===== src/rtl/mem_arbiter_if.sv =====
// Bundle of the instruction port, data port and memory-side signals of mem_arbiter.
// The slave modport is the arbiter's view; the master modport is the requesters' and memory's view.
interface mem_arbiter_if;
    logic        if_req;
    logic [31:0] if_addr;
    logic        if_gnt;
    logic        if_rvalid;
    logic [31:0] if_rdata;
    logic        if_err;

    logic        d_req;
    logic        d_wr;
    logic [1:0]  d_size;
    logic [31:0] d_addr;
    logic [31:0] d_wdata;
    logic        d_gnt;
    logic        d_rvalid;
    logic [31:0] d_rdata;
    logic        d_err;

    logic [31:0] mem_addr;
    logic [3:0]  mem_write;
    logic [31:0] mem_wdata;
    logic [31:0] mem_rdata;

    modport slave (
        input  if_req, if_addr, d_req, d_wr, d_size, d_addr, d_wdata, mem_rdata,
        output if_gnt, if_rvalid, if_rdata, if_err,
        output d_gnt, d_rvalid, d_rdata, d_err,
        output mem_addr, mem_write, mem_wdata
    );

    modport master (
        output if_req, if_addr, d_req, d_wr, d_size, d_addr, d_wdata, mem_rdata,
        input  if_gnt, if_rvalid, if_rdata, if_err,
        input  d_gnt, d_rvalid, d_rdata, d_err,
        input  mem_addr, mem_write, mem_wdata
    );
endinterface


===== src/rtl/mem_arbiter.sv =====
// Two-port (instruction/data) arbiter in front of a single-cycle-latency memory.
// state   | meaning
// IDLE    | grants at most one request per cycle
// WR_GAP  | one dead cycle after a legal store so a following read sees the new data
module mem_arbiter #(
    parameter int RR_EN     = 1,
    parameter int MEM_BYTES = 512
) (
    input  logic i_clk,
    input  logic i_reset,
    mem_arbiter_if.slave bus
);
    typedef enum logic {ST_IDLE, ST_WR_GAP} state_t;

    state_t r_state;
    logic   r_last_d;
    logic   r_if_rvalid;
    logic   r_if_err;
    logic   r_d_rvalid;
    logic   r_d_err;

    logic w_if_err;
    logic w_d_err;
    logic w_idle;
    logic w_pick_d;
    logic w_if_gnt;
    logic w_d_gnt;
    logic w_d_store;

    assign w_if_err = (bus.if_addr >= 32'(MEM_BYTES)) || (bus.if_addr[1:0] != 2'b00);

    always_comb begin
        w_d_err = (bus.d_addr >= 32'(MEM_BYTES));
        case (bus.d_size)
            2'd1:    w_d_err = w_d_err || (bus.d_addr[1:0] != 2'b00);
            2'd2:    w_d_err = w_d_err || bus.d_addr[0];
            2'd3:    w_d_err = w_d_err;
            default: w_d_err = 1'b1;
        endcase
    end

    // On a tie the data port wins unless round-robin says the instruction port is due.
    assign w_idle    = (r_state == ST_IDLE) && !i_reset;
    assign w_pick_d  = bus.d_req && (!bus.if_req || (RR_EN == 0) || !r_last_d);
    assign w_if_gnt  = w_idle && bus.if_req && !w_pick_d;
    assign w_d_gnt   = w_idle && w_pick_d;
    assign w_d_store = w_d_gnt && bus.d_wr && !w_d_err;

    always_comb begin
        bus.mem_addr  = 32'd0;
        bus.mem_wdata = 32'd0;
        bus.mem_write = 4'd0;
        if (w_if_gnt) begin
            bus.mem_addr  = bus.if_addr;
            bus.mem_wdata = bus.d_wdata;
        end else if (w_d_gnt) begin
            bus.mem_addr  = bus.d_addr;
            bus.mem_wdata = bus.d_wdata;
            bus.mem_write = w_d_store ? {2'b00, bus.d_size} : 4'd0;
        end
    end

    always_ff @(posedge i_clk) begin
        if (i_reset) begin
            r_state     <= ST_IDLE;
            r_last_d    <= 1'b1;
            r_if_rvalid <= 1'b0;
            r_if_err    <= 1'b0;
            r_d_rvalid  <= 1'b0;
            r_d_err     <= 1'b0;
        end else begin
            case (r_state)
                ST_IDLE:   r_state <= w_d_store ? ST_WR_GAP : ST_IDLE;
                ST_WR_GAP: r_state <= ST_IDLE;
                default:   r_state <= ST_IDLE;
            endcase
            if (w_if_gnt)
                r_last_d <= 1'b0;
            else if (w_d_gnt)
                r_last_d <= 1'b1;
            r_if_rvalid <= w_if_gnt;
            r_if_err    <= w_if_gnt && w_if_err;
            r_d_rvalid  <= w_d_gnt && (!bus.d_wr || w_d_err);
            r_d_err     <= w_d_gnt && w_d_err;
        end
    end

    // Responses are masked while reset is high so a read granted just before reset never completes.
    assign bus.if_gnt    = w_if_gnt;
    assign bus.d_gnt     = w_d_gnt;
    assign bus.if_rvalid = r_if_rvalid && !i_reset;
    assign bus.if_err    = r_if_err && !i_reset;
    assign bus.if_rdata  = (r_if_rvalid && !r_if_err && !i_reset) ? bus.mem_rdata : 32'd0;
    assign bus.d_rvalid  = r_d_rvalid && !i_reset;
    assign bus.d_err     = r_d_err && !i_reset;
    assign bus.d_rdata   = (r_d_rvalid && !r_d_err && !i_reset) ? bus.mem_rdata : 32'd0;
endmodule


===== src/flat_wrapper.sv =====
// flat-port wrapper written by rule: the top's interface ports become plain ports
module mem_arbiter_flat 
#(
    parameter int RR_EN     = 1,
    parameter int MEM_BYTES = 512
)
  (i_clk, i_reset, bus_if_req, bus_if_addr, bus_d_req, bus_d_wr, bus_d_size, bus_d_addr, bus_d_wdata, bus_mem_rdata, bus_if_gnt, bus_if_rvalid, bus_if_rdata, bus_if_err, bus_d_gnt, bus_d_rvalid, bus_d_rdata, bus_d_err, bus_mem_addr, bus_mem_write, bus_mem_wdata);
  mem_arbiter_if bus_i ();
  input  logic i_clk;
  input  logic i_reset;
  input wire logic [$bits(bus_i.if_req)-1:0] bus_if_req;
  input wire logic [$bits(bus_i.if_addr)-1:0] bus_if_addr;
  input wire logic [$bits(bus_i.d_req)-1:0] bus_d_req;
  input wire logic [$bits(bus_i.d_wr)-1:0] bus_d_wr;
  input wire logic [$bits(bus_i.d_size)-1:0] bus_d_size;
  input wire logic [$bits(bus_i.d_addr)-1:0] bus_d_addr;
  input wire logic [$bits(bus_i.d_wdata)-1:0] bus_d_wdata;
  input wire logic [$bits(bus_i.mem_rdata)-1:0] bus_mem_rdata;
  output wire logic [$bits(bus_i.if_gnt)-1:0] bus_if_gnt;
  output wire logic [$bits(bus_i.if_rvalid)-1:0] bus_if_rvalid;
  output wire logic [$bits(bus_i.if_rdata)-1:0] bus_if_rdata;
  output wire logic [$bits(bus_i.if_err)-1:0] bus_if_err;
  output wire logic [$bits(bus_i.d_gnt)-1:0] bus_d_gnt;
  output wire logic [$bits(bus_i.d_rvalid)-1:0] bus_d_rvalid;
  output wire logic [$bits(bus_i.d_rdata)-1:0] bus_d_rdata;
  output wire logic [$bits(bus_i.d_err)-1:0] bus_d_err;
  output wire logic [$bits(bus_i.mem_addr)-1:0] bus_mem_addr;
  output wire logic [$bits(bus_i.mem_write)-1:0] bus_mem_write;
  output wire logic [$bits(bus_i.mem_wdata)-1:0] bus_mem_wdata;
  assign bus_i.if_req = bus_if_req;
  assign bus_i.if_addr = bus_if_addr;
  assign bus_i.d_req = bus_d_req;
  assign bus_i.d_wr = bus_d_wr;
  assign bus_i.d_size = bus_d_size;
  assign bus_i.d_addr = bus_d_addr;
  assign bus_i.d_wdata = bus_d_wdata;
  assign bus_i.mem_rdata = bus_mem_rdata;
  assign bus_if_gnt = bus_i.if_gnt;
  assign bus_if_rvalid = bus_i.if_rvalid;
  assign bus_if_rdata = bus_i.if_rdata;
  assign bus_if_err = bus_i.if_err;
  assign bus_d_gnt = bus_i.d_gnt;
  assign bus_d_rvalid = bus_i.d_rvalid;
  assign bus_d_rdata = bus_i.d_rdata;
  assign bus_d_err = bus_i.d_err;
  assign bus_mem_addr = bus_i.mem_addr;
  assign bus_mem_write = bus_i.mem_write;
  assign bus_mem_wdata = bus_i.mem_wdata;
  mem_arbiter #(.RR_EN(RR_EN), .MEM_BYTES(MEM_BYTES)) u_core (.i_clk(i_clk), .i_reset(i_reset), .bus(bus_i));
endmodule

===== config.mk =====
export PLATFORM = sky130hd
export DESIGN_NAME = mem_arbiter_flat
export DESIGN_NICKNAME = d
export VERILOG_FILES = /design/src/rtl/mem_arbiter_if.sv /design/src/rtl/mem_arbiter.sv /design/src/flat_wrapper.sv
export SDC_FILE = /design/constraint.sdc
export NUM_CORES = 1
export LEC_CHECK = 0
export ABC_AREA = 1
export BUFFER_PORTS_ARGS = -buffer_cell sky130_fd_sc_hd__buf_2
export CORE_AREA = 3 3 105 107
export CTS_CLUSTER_DIAMETER = 150
export DETAILED_ROUTE_END_ITERATION = 7
export DIE_AREA = 0 0 108 110
export PLACE_DENSITY = 0.61
export SYNTH_ARGS = -nofsm -noshare
export SYNTH_HDL_FRONTEND = slang
export SYNTH_SLANG_ARGS = --single-unit
export TNS_END_PERCENT = 30

===== constraint.sdc =====
create_clock -name i_clk -period 2.7 [get_ports i_clk]
set_input_delay 0.135 -clock i_clk [delete_from_list [all_inputs] [get_ports i_clk]]
set_output_delay 0.135 -clock i_clk [all_outputs]
set_load 0.02 [all_outputs]

==> results.ini <==
[status]
status = complete, no violations

[routing]
wl_met2_mm = 3.93
top_layer = met4
met3_length_um = 678
drc = 0
ant_nets = 0
met1_length_mm = 2.98
routed_wl_mm = 7.65
drt-wirelength-per-cell_um = 10.6
viasPerCell = 3.78
dr_total_vias = 2739
drtIter0Drc = 116
first_pass_iters = 4

[power_and_ir_drop]
ir_drop_mv = 0.119
finalPower_w = 0.000681
p_leak_nw = 2.28
power_density_nw_per_um2 = 221

[setup_path]
cp_max_fo = 32
cp_slowest_cell = nor2_8
path_common_cell = nand2_1
startpoint_type = register
worstSetupPathType = register to primary output
crit_chain = nand2_1 -> nand2_1 -> nand3_2 -> buf_4 -> inv_4 -> nor2_8 -> nor2_1 -> buf_2
cpLargestDelayFamily = simple AND/OR/NAND/NOR gates
crit_required_ns = 2.57
critical_path_buf_inv_count = 3
cp-end-kind = primary output
critPathMaxStageDelay_ns = 0.40
crit_arrival_ns = 1.83

[grt]
grt_max_degree = 34
grt_first_pass_wirelength_mm = 10.5
grt_pass1_vias = 2263
grt_util_all_layers_pct = 10.6
antenna_found_initial = 0
grt-ovfl-total = 0

[cells_and_area]
insertedDiodeCount = 0
drive_gt1_share_pct = 50.0
area_growth_pct = 88.5
nets = 728
fin_area_sq_um = 3080
n_fill_cell = 1173
layoutNonFillerInstCount = 724

[place]
io_buffers = 270
place.gp.congestion = 0.868
dp.cells = 721
pre_cts_ws_ns = 0.950
dpl-instance-area_sq_um = 3040
dp_hpwl_mm = 6.61

[timing]
hold_viol = 0
slew_viol_final = 0
fin_skew_ns = 0.00179
finalSetupViolCount = 0
final.setup.tns_ns = 0
timing.fmax_mhz = 508
period_needed_ns = 1.97
worst_pin_slew_ns = 1.01
finalCritPeriodShare_pct = 72.9
max-slew-margin-rel_pct = 32.3
setup_slack_ns = 0.733
rsz0062_at_grt = no

[floorplanning]
die_h_um = 110
ios = 273
start_util_pct = 16.0
dieArea_sq_um = 11900
row_count = 37
die_w_um = 108
design.core.area_sq_um = 10200

[clock_network]
hold_buffers = 0
cts_buffer_depth = 2
ctsResizeCount = 0
ctsHtreeMaxLevel = 1
cts.clk_slew.worst_paths_ns = 0.04
tritoncts = built
clkLatencyLatePin_ns = 0.22
clockRootBuffer = clkbuf_8
cts_setup_buffers = 0
cts.sinks = 6
numCtsBuffers = 3

[yosys]
syn_area_per_cell_sq_um = 4.95
synth_edf_count = 0
synth_common_cells = nor2_1, inv_1, nand2_1
synth_most_common_cell = nor2_1
yosysUniqueCellTypes = 26
synth_top_area_share_pct = 25.3
synth_ff_type = dfxtp_1
synth_area_leaders = nor2_1, inv_1, nand2_1
synth_seq_area_share_pct = 7.36
synth_seq_cells = 6
yosys.area.top_type = nor2_1
syn-instance-count = 330
async_flop_share_pct = 0
yosys_warnings = 0
syn_area_sq_um = 1630

[worst_hold_path]
hp-class = primary input to register

[run]
drv_cap = 0

==> where the power goes <==
part / switching (W) / total (W) / internal, W / leakage, nW
Clock: 0.0000355 / 0.000131 / 0.0000955 / 0.0216
Sequential: 0.00000130 / 0.0000950 / 0.0000937 / 0.0493
Combinational: 0.000283 / 0.000455 / 0.000173 / 2.21
==> layout by cell type, fill, tap and decap left out <==
| cell | synthesis | final |
|---|---|---|
| nor2_2 | 11 | 11 |
| buf_4 | 3 | 1 |
| o22ai_1 | 1 | 1 |
| ha_1 | 3 | 3 |
| nor2_1 | 110 | 110 |
| buf_2 | 7 | 270 |
| a21oi_1 | 3 | 3 |
| conb_1 | 1 | 2 |
| a22o_1 | 12 | 12 |
| inv_4 | 2 | 2 |
| dfxtp_1 | 6 | 6 |
| inv_1 | 94 | 94 |
| nand2_2 | 1 | 1 |
| or2_2 | 1 | 1 |
| nand3_2 | 1 | 1 |
| clkbuf_8 | 0 | 3 |
| nand4_1 | 4 | 4 |
| nand3_1 | 3 | 3 |
| o21ai_0 | 20 | 20 |
| nand3_4 | 1 | 1 |
| nor2_8 | 1 | 1 |
| nor2_4 | 1 | 1 |
| nor3_1 | 2 | 2 |
| nand3b_4 | 1 | 1 |
| nand2_1 | 34 | 34 |
==> state kept, by name, summed over array words and instances (netlist names) <==
signal and count:
u_core.r_if_err 1, u_core.r_last_d 1, u_core.r_state 1, u_core.r_d_err 1, u_core.r_d_rvalid 1, u_core.r_if_rvalid 1
==> cell families after synthesis <==
kind of cell               synth area share, %
DFF                                       7.36
other                                    0.230
and+or+nand+nor                           46.0
AOI/OAI and AO/OA                         13.9
buffers and inverters                     30.3
adders and majority gates                 2.30
==> through the flow <==
stage                     hold WS (ns)  utilization, %
after floorplan                  0.223               -
after detailed placement         0.435            29.7
after CTS                        0.208            30.1
after global routing             0.228            30.1
after global placement           0.434            29.7
final                            0.211            30.1
==> path summary, 6_finish.rpt <==
path                    from               end  slack [ns]  cells past startpoint
max          u_core.r_last_d  bus_mem_wdata[0]        0.73                      8
min reg2reg  u_core.r_last_d   u_core.r_last_d        0.45                      2
max reg2reg   u_core.r_state    u_core.r_state        1.45                      6
min                  i_reset   u_core.r_last_d        0.21                      3
==> worst register-to-register path, stage by stage, from the launching register on <==
cell and delay (ns):
dfxtp_1 0.31, nor2_4 0.14, nand3_4 0.12, inv_4 0.31
nand2_2 0.07, nand3b_4 0.17, inv_1 0.06
==> metal layers <==
metal | global-route usage (%) | up-vias
met5 | 0 | -
met4 | 1.89 | 0
met3 | 1.51 | 6
met2 | 20.4 | 139
met1 | 12.7 | 1133
li1 | - | 1461
==> area by class of cell <==
class                   instances  area [sq um]  share of cell area [%]
clock buffers                   3          41.3                    1.34
inverters                      96           365                    11.9
flip-flops and latches          6           120                    3.90
multi-input cells             212          1020                    33.2
repair buffers                271          1360                    44.1
well taps                     136           170                    5.53
Note: power is estimated with default switching activity, not from simulation.
